### src/rtl/csa_accumulator.sv
// ---------------------------------------------------------------------------
// CsaAccumulator: stream accumulator built on a carry-save adder.
//
// Each accepted operand goes through one full-adder layer into a redundant
// (sum, carry) pair, so the per-operand path is a single full adder deep.
// After the last operand the pair is collapsed by a small R-bit
// ripple adder, one chunk per cycle starting at the lowest chunk. The
// finished result is then held until the consumer takes it.
//
// Parameters
//   W   operand width
//   G   guard bits; accumulator width ACC = W + G
//   R   bits resolved per cycle; NCH = ceil(ACC / R) resolve cycles
//
// Ports
//   clk        clock, all state changes on the rising edge
//   rst        synchronous active-high reset
//   in_valid   operand present
//   in_ready   block accepts an operand (only while accumulating)
//   in_data    unsigned operand
//   in_last    marks the final operand of the stream
//   out_valid  result present (only once fully resolved)
//   out_ready  consumer accepts the result
//   out_sum    stream sum modulo 2^ACC
//   out_ovf    true stream sum was at least 2^ACC
// ---------------------------------------------------------------------------
module csa_accumulator #(
    parameter int W = 20,
    parameter int G = 4,
    parameter int R = 8
) (
    input  logic             clk,
    input  logic             rst,
    input  logic             in_valid,
    output logic             in_ready,
    input  logic [W-1:0]     in_data,
    input  logic             in_last,
    output logic             out_valid,
    input  logic             out_ready,
    output logic [W+G-1:0]   out_sum,
    output logic             out_ovf
);

    localparam int ACC  = W + G;
    localparam int NCH  = (ACC + R - 1) / R;
    localparam int PAD  = NCH * R;
    // Width of the top chunk; its carry-out sits at this bit of the chunk sum.
    localparam int TOPW = ACC - (NCH - 1) * R;
    localparam int CIW  = (NCH > 1) ? $clog2(NCH) : 1;

    typedef enum logic [1:0] {
        ACCUM,
        RESOLVE,
        DONE
    } state_e;

    state_e             stateQ, stateD;
    logic [ACC-1:0]     sumQ, sumD;
    logic [ACC-1:0]     carryQ, carryD;
    logic               ovQ, ovD;
    logic               rcarryQ, rcarryD;
    logic [CIW-1:0]     chunkIdxQ, chunkIdxD;
    logic [ACC-1:0]     outSumQ, outSumD;
    logic               outOvfQ, outOvfD;

    logic               inXfer;
    logic               lastChunk;
    logic [ACC-1:0]     operand;
    logic [ACC-1:0]     csaSum;
    logic [ACC-1:0]     csaMaj;
    logic [PAD-1:0]     sPad;
    logic [PAD-1:0]     cPad;
    logic [R-1:0]       sChunk;
    logic [R-1:0]       cChunk;
    logic [R:0]         chunkSum;
    logic               chunkCout;

    // Handshake qualifiers and the carry-save layer. The majority bit of the
    // top position falls off the accumulator; it is worth 2^ACC, so it only
    // feeds the sticky overflow flag.
    always_comb begin
        inXfer    = in_valid && (stateQ == ACCUM);
        lastChunk = (chunkIdxQ == CIW'(NCH - 1));
        operand   = ACC'(in_data);
        csaSum    = sumQ ^ carryQ ^ operand;
        csaMaj    = (sumQ & carryQ) | (sumQ & operand) | (carryQ & operand);
    end

    // Chunk resolver. S and C are zero-padded to a whole number of chunks so
    // the indexed select never runs off the end; with padding, the top
    // chunk's carry-out shows up at bit TOPW rather than bit R.
    always_comb begin
        sPad            = '0;
        cPad            = '0;
        sPad[ACC-1:0]   = sumQ;
        cPad[ACC-1:0]   = carryQ;
        sChunk          = sPad[int'(chunkIdxQ) * R +: R];
        cChunk          = cPad[int'(chunkIdxQ) * R +: R];
        chunkSum        = {1'b0, sChunk} + {1'b0, cChunk} + {{R{1'b0}}, rcarryQ};
        chunkCout       = lastChunk ? chunkSum[TOPW] : chunkSum[R];
    end

    // State register.
    always_ff @(posedge clk) begin
        if (rst) begin
            stateQ <= ACCUM;
        end else begin
            stateQ <= stateD;
        end
    end

    // Next-state logic: the last operand starts resolution, the last chunk
    // finishes it, and a handoff returns to accumulation.
    always_comb begin
        stateD = stateQ;
        case (stateQ)
            ACCUM:   if (inXfer && in_last) stateD = RESOLVE;
            RESOLVE: if (lastChunk)         stateD = DONE;
            DONE:    if (out_ready)         stateD = ACCUM;
            default:                        stateD = ACCUM;
        endcase
    end

    // Datapath next-state. out_sum is rewritten one chunk at a time during
    // RESOLVE and otherwise keeps its last value, including across a handoff.
    always_comb begin
        sumD      = sumQ;
        carryD    = carryQ;
        ovD       = ovQ;
        rcarryD   = rcarryQ;
        chunkIdxD = chunkIdxQ;
        outSumD   = outSumQ;
        outOvfD   = outOvfQ;
        case (stateQ)
            ACCUM: begin
                if (inXfer) begin
                    sumD   = csaSum;
                    carryD = {csaMaj[ACC-2:0], 1'b0};
                    ovD    = ovQ | csaMaj[ACC-1];
                    if (in_last) begin
                        chunkIdxD = '0;
                        rcarryD   = 1'b0;
                    end
                end
            end
            RESOLVE: begin
                for (int b = 0; b < ACC; b++) begin
                    if ((b / R) == int'(chunkIdxQ)) begin
                        outSumD[b] = chunkSum[b % R];
                    end
                end
                rcarryD = chunkCout;
                if (lastChunk) begin
                    outOvfD = ovQ | chunkCout;
                end else begin
                    chunkIdxD = chunkIdxQ + CIW'(1);
                end
            end
            DONE: begin
                if (out_ready) begin
                    sumD      = '0;
                    carryD    = '0;
                    ovD       = 1'b0;
                    chunkIdxD = '0;
                end
            end
            default: ;
        endcase
    end

    // Datapath registers; reset wins over every other event and drops any
    // stream that was in flight.
    always_ff @(posedge clk) begin
        if (rst) begin
            sumQ      <= '0;
            carryQ    <= '0;
            ovQ       <= 1'b0;
            rcarryQ   <= 1'b0;
            chunkIdxQ <= '0;
            outSumQ   <= '0;
            outOvfQ   <= 1'b0;
        end else begin
            sumQ      <= sumD;
            carryQ    <= carryD;
            ovQ       <= ovD;
            rcarryQ   <= rcarryD;
            chunkIdxQ <= chunkIdxD;
            outSumQ   <= outSumD;
            outOvfQ   <= outOvfD;
        end
    end

    // Outputs are pure decodes of registered state, so there is no
    // combinational path from out_ready to in_ready.
    always_comb begin
        in_ready  = (stateQ == ACCUM);
        out_valid = (stateQ == DONE);
        out_sum   = outSumQ;
        out_ovf   = outOvfQ;
    end

endmodule

### config.mk
export PLATFORM = sky130hd
export DESIGN_NAME = csa_accumulator
export DESIGN_NICKNAME = d
export VERILOG_FILES = /design/src/rtl/csa_accumulator.sv
export SDC_FILE = /design/constraint.sdc
export NUM_CORES = 1
export LEC_CHECK = 0
export CORE_MARGIN = 3
export CORE_UTILIZATION = 55
export CTS_CLUSTER_DIAMETER = 80
export DETAILED_ROUTE_END_ITERATION = 16
export PLACE_DENSITY = 0.82
export SLEW_MARGIN = 20
export SYNTH_ARGS = -nofsm -noshare
export SYNTH_HDL_FRONTEND = slang
export SYNTH_SLANG_ARGS = --single-unit
### constraint.sdc
create_clock -name clk -period 2.9 [get_ports clk]
set_input_delay 0.58 -clock clk [delete_from_list [all_inputs] [get_ports clk]]
set_output_delay 0.58 -clock clk [all_outputs]
set_load 0.02 [all_outputs]
==> results.tsv, run 1 <==
metric	value	unit
slew margin rel.	58.52	%
post-CTS setup buffers	0	
ratio of cells with drive above 1 in the final layout	5.150	%
wire length of the first global-routing pass	14.62	mm
Avg WL per Cell	15.59	um
Post-synth top flop	dfxtp_1	
Clock Sinks	78	
Die Wd	90.21	um
Unique masters post-synth	36	
vias in the first global route	3092	
Post-CTS Hold Buffers	0	
Peak supply drop	0.0002913	V
Post-DP Area	0.004462	sq mm
synth top area cells	dfxtp_1, fa_1, a22oi_1	
maximum fanout along the worst path	15	
H-tree depth	3	
#FFs+latches synth	78	
core area	0.006832	sq mm
Worst-Margin Slew	0.6223	ns
routed wire length	8.761	mm
GRT Util Overall	21.88	%
CP peak stage delay	0.48	ns
syn avg cell area	9.242	sq um
Clock Path Buffers	2	
# diodes	0	
Resized cells post-CTS	0	
RSZ-0062 raised after global routing	false	
die height	90.21	um
crit share post-route	93.74	%
Worst-path clk slew	0.08	ns
Final ANT Viol Nets	0	
Root Driver	clkbuf_8	
Setup Crit Path Kind	flop to flop	
CP max stage cell	dfxtp_1	
FP Rows	30	
PortBufs	51	
synth warn	0	
count of final setup violators	0	
Via Count	3193	
number of nets in the layout	522	
WP data arrival	2.96	ns
synth cell count leaders	dfxtp_1, nor2_1, a22oi_1	
initial antenna violation count	0	
area grow syn2layout	19.06	%
CTS tree	yes	
HP Class	flop to flop	
leak pwr	1.728	nW
Vias/cell	5.681	
setup TNS	0	ns
RD Place Congestion	0.8742	
Slew Limit Fails	0	
Worst Clk Skew	0.007530	ns
Yosys top cell by area	dfxtp_1	
drt initial violations	217	
Pwr Density	490.3	mW/mm^2
Syn Nets	483	
Hold WS	0.4572	ns
Post-synth ARST share	0	%
Crit. End Element	flop	
Final min period	2.718	ns
Crit path top cell by count	o21a_1	
Synth top area share	40.04	%
I/O pins	52	
largest net degree at the start of global routing	50	
post-synthesis sequential area ratio	40.04	%
DRT Pass-1 Iters	5	
worst-skew pair later-pin latency	0.34	ns
# DRC	0	
EDFF count, synth	0	
count leader, synth	dfxtp_1	
outcome	completed	
MaxCap Viol Count	0	
Detailed Place HPWL	6.363	mm
Starting Density	57.09	%
Synth Instances	422	
remaining global-route overflow	0	
cts bufs inserted	9	
Worst Setup Start Kind	flop	
Fmax	367.9	MHz
final instance area	0.004643	sq mm
Cell Area, Synth	0.003900	sq mm
crit path cell chain	buf_4 > mux2i_1 > o21a_1 > inv_1 > ha_1 > nor2b_1 > o31a_1 > o21a_1 > o311ai_1	
final hold viol count	0	
required time of the critical path	3.14	ns
die area	0.008137	sq mm
-- state kept, by name, summed over array words and instances, names as in the netlist --
signal,cells
chunkIdxQ,2
out_ovf,1
sPad,24
stateQ,2
out_sum,24
ovQ,1
cPad,23
rcarryQ,1
-- path summary, 6_finish.rpt --
check                             endpoint  depth (start not counted)  slack (ns)    startpoint
worst min register to register  out_sum[2]                          2        0.46    out_sum[2]
worst min-delay path            out_sum[2]                          2        0.46    out_sum[2]
worst max-delay path            out_sum[7]                          9        0.18  chunkIdxQ[0]
worst max register to register  out_sum[7]                          9        0.18  chunkIdxQ[0]
-- placed cells by master, fill, tap and decap left out, drive strengths merged --
cell / instances
a211oi: 8
a21o: 2
a21oi: 19
a221oi: 1
a22oi: 48
a31oi: 2
and2: 3
and2b: 1
and3: 1
buf: 8
bufinv: 1
clkbuf: 11
clkdlybuf4s50: 50
clkinv: 4
dfxtp: 78
fa: 21
ha: 15
inv: 6
mux2i: 15
nand2: 41
nand2b: 6
nand3b: 10
nor2: 66
nor2b: 5
nor3: 5
nor3b: 1
o211ai: 1
o21a: 3
o21ai: 15
o22a: 1
o22ai: 3
o311ai: 5
o31a: 1
o31ai: 6
xnor2: 3
-- worst max-delay path: cells and delay by family (launching register included) --
kind	cells	cell delay, ns
compound gates	4	1.04
fa+ha+maj	1	0.26
buf+inv	2	0.37
flops	1	0.48
mux	1	0.31
simple gates	1	0.15
-- report_power, final --
part	internal (mW)	leakage (nW)	total (mW)	switching, mW
registers	1.11	0.633	1.16	0.0468
logic	0.160	0.998	0.359	0.199
clock network	0.392	0.0968	0.757	0.364
total	1.67	1.73	2.28	0.610
-- routing by layer --
metal	wire length, um	up-vias	track usage [%]
met3	507	11	4.770
met2	4275	117	36.84
met4	107	0	5.102
met1	3871	1502	28.82
met5	0	-	0
li1	-	1563	-
-- through the flow --
step           power (mW)  worst slack [ns]  std cells  util, %
3_5_place_dp        1.541            0.2293        546    65.31
4_1_cts             2.289            0.2325        562    67.97
5_1_grt             2.391           0.05500        562    67.97
2_1_floorplan       1.415            0.3546        422        -
3_3_place_gp        1.526            0.3386        546    65.31
6_report            2.276            0.1816        562    67.97
-- final cells by class --
class,count,area [sq um]
Timing Repair Buffer,58,570.5
Fill cell,566,2188
Multi-Input combinational cell,308,2187
Sequential cell,78,1562
Clock buffer,11,131.4
Tap cell,96,120.1
Clock inverter,5,50.05
Inverter,6,22.52
-- kinds of logic (layout without fill, tap and decap cells) --
kind of cell,count (synthesis),after routing,synth area share [%]
fa+ha+maj,36,36,15.59
xor+xnor,3,3,0.6738
flops,78,78,40.04
compound gates,115,115,20.24
simple gates,139,139,15.66
buf+inv,36,80,3.946
mux,15,15,3.850
(Power assumes the default switching activity.)
==> run 2: changes to the inputs <==
--- a/config.mk
+++ b/config.mk
@@ -5,11 +5,13 @@
 export SDC_FILE = /design/constraint.sdc
 export NUM_CORES = 1
 export LEC_CHECK = 0
+export CAP_MARGIN = 20
 export CORE_MARGIN = 3
 export CORE_UTILIZATION = 55
 export CTS_CLUSTER_DIAMETER = 80
 export DETAILED_ROUTE_END_ITERATION = 16
 export PLACE_DENSITY = 0.82
+export SKIP_LAST_GASP = 1
 export SLEW_MARGIN = 20
 export SYNTH_ARGS = -nofsm -noshare
 export SYNTH_HDL_FRONTEND = slang
==> results of run 2 <==
No change in the layout: final DEF, timing and power equal those of run 1.
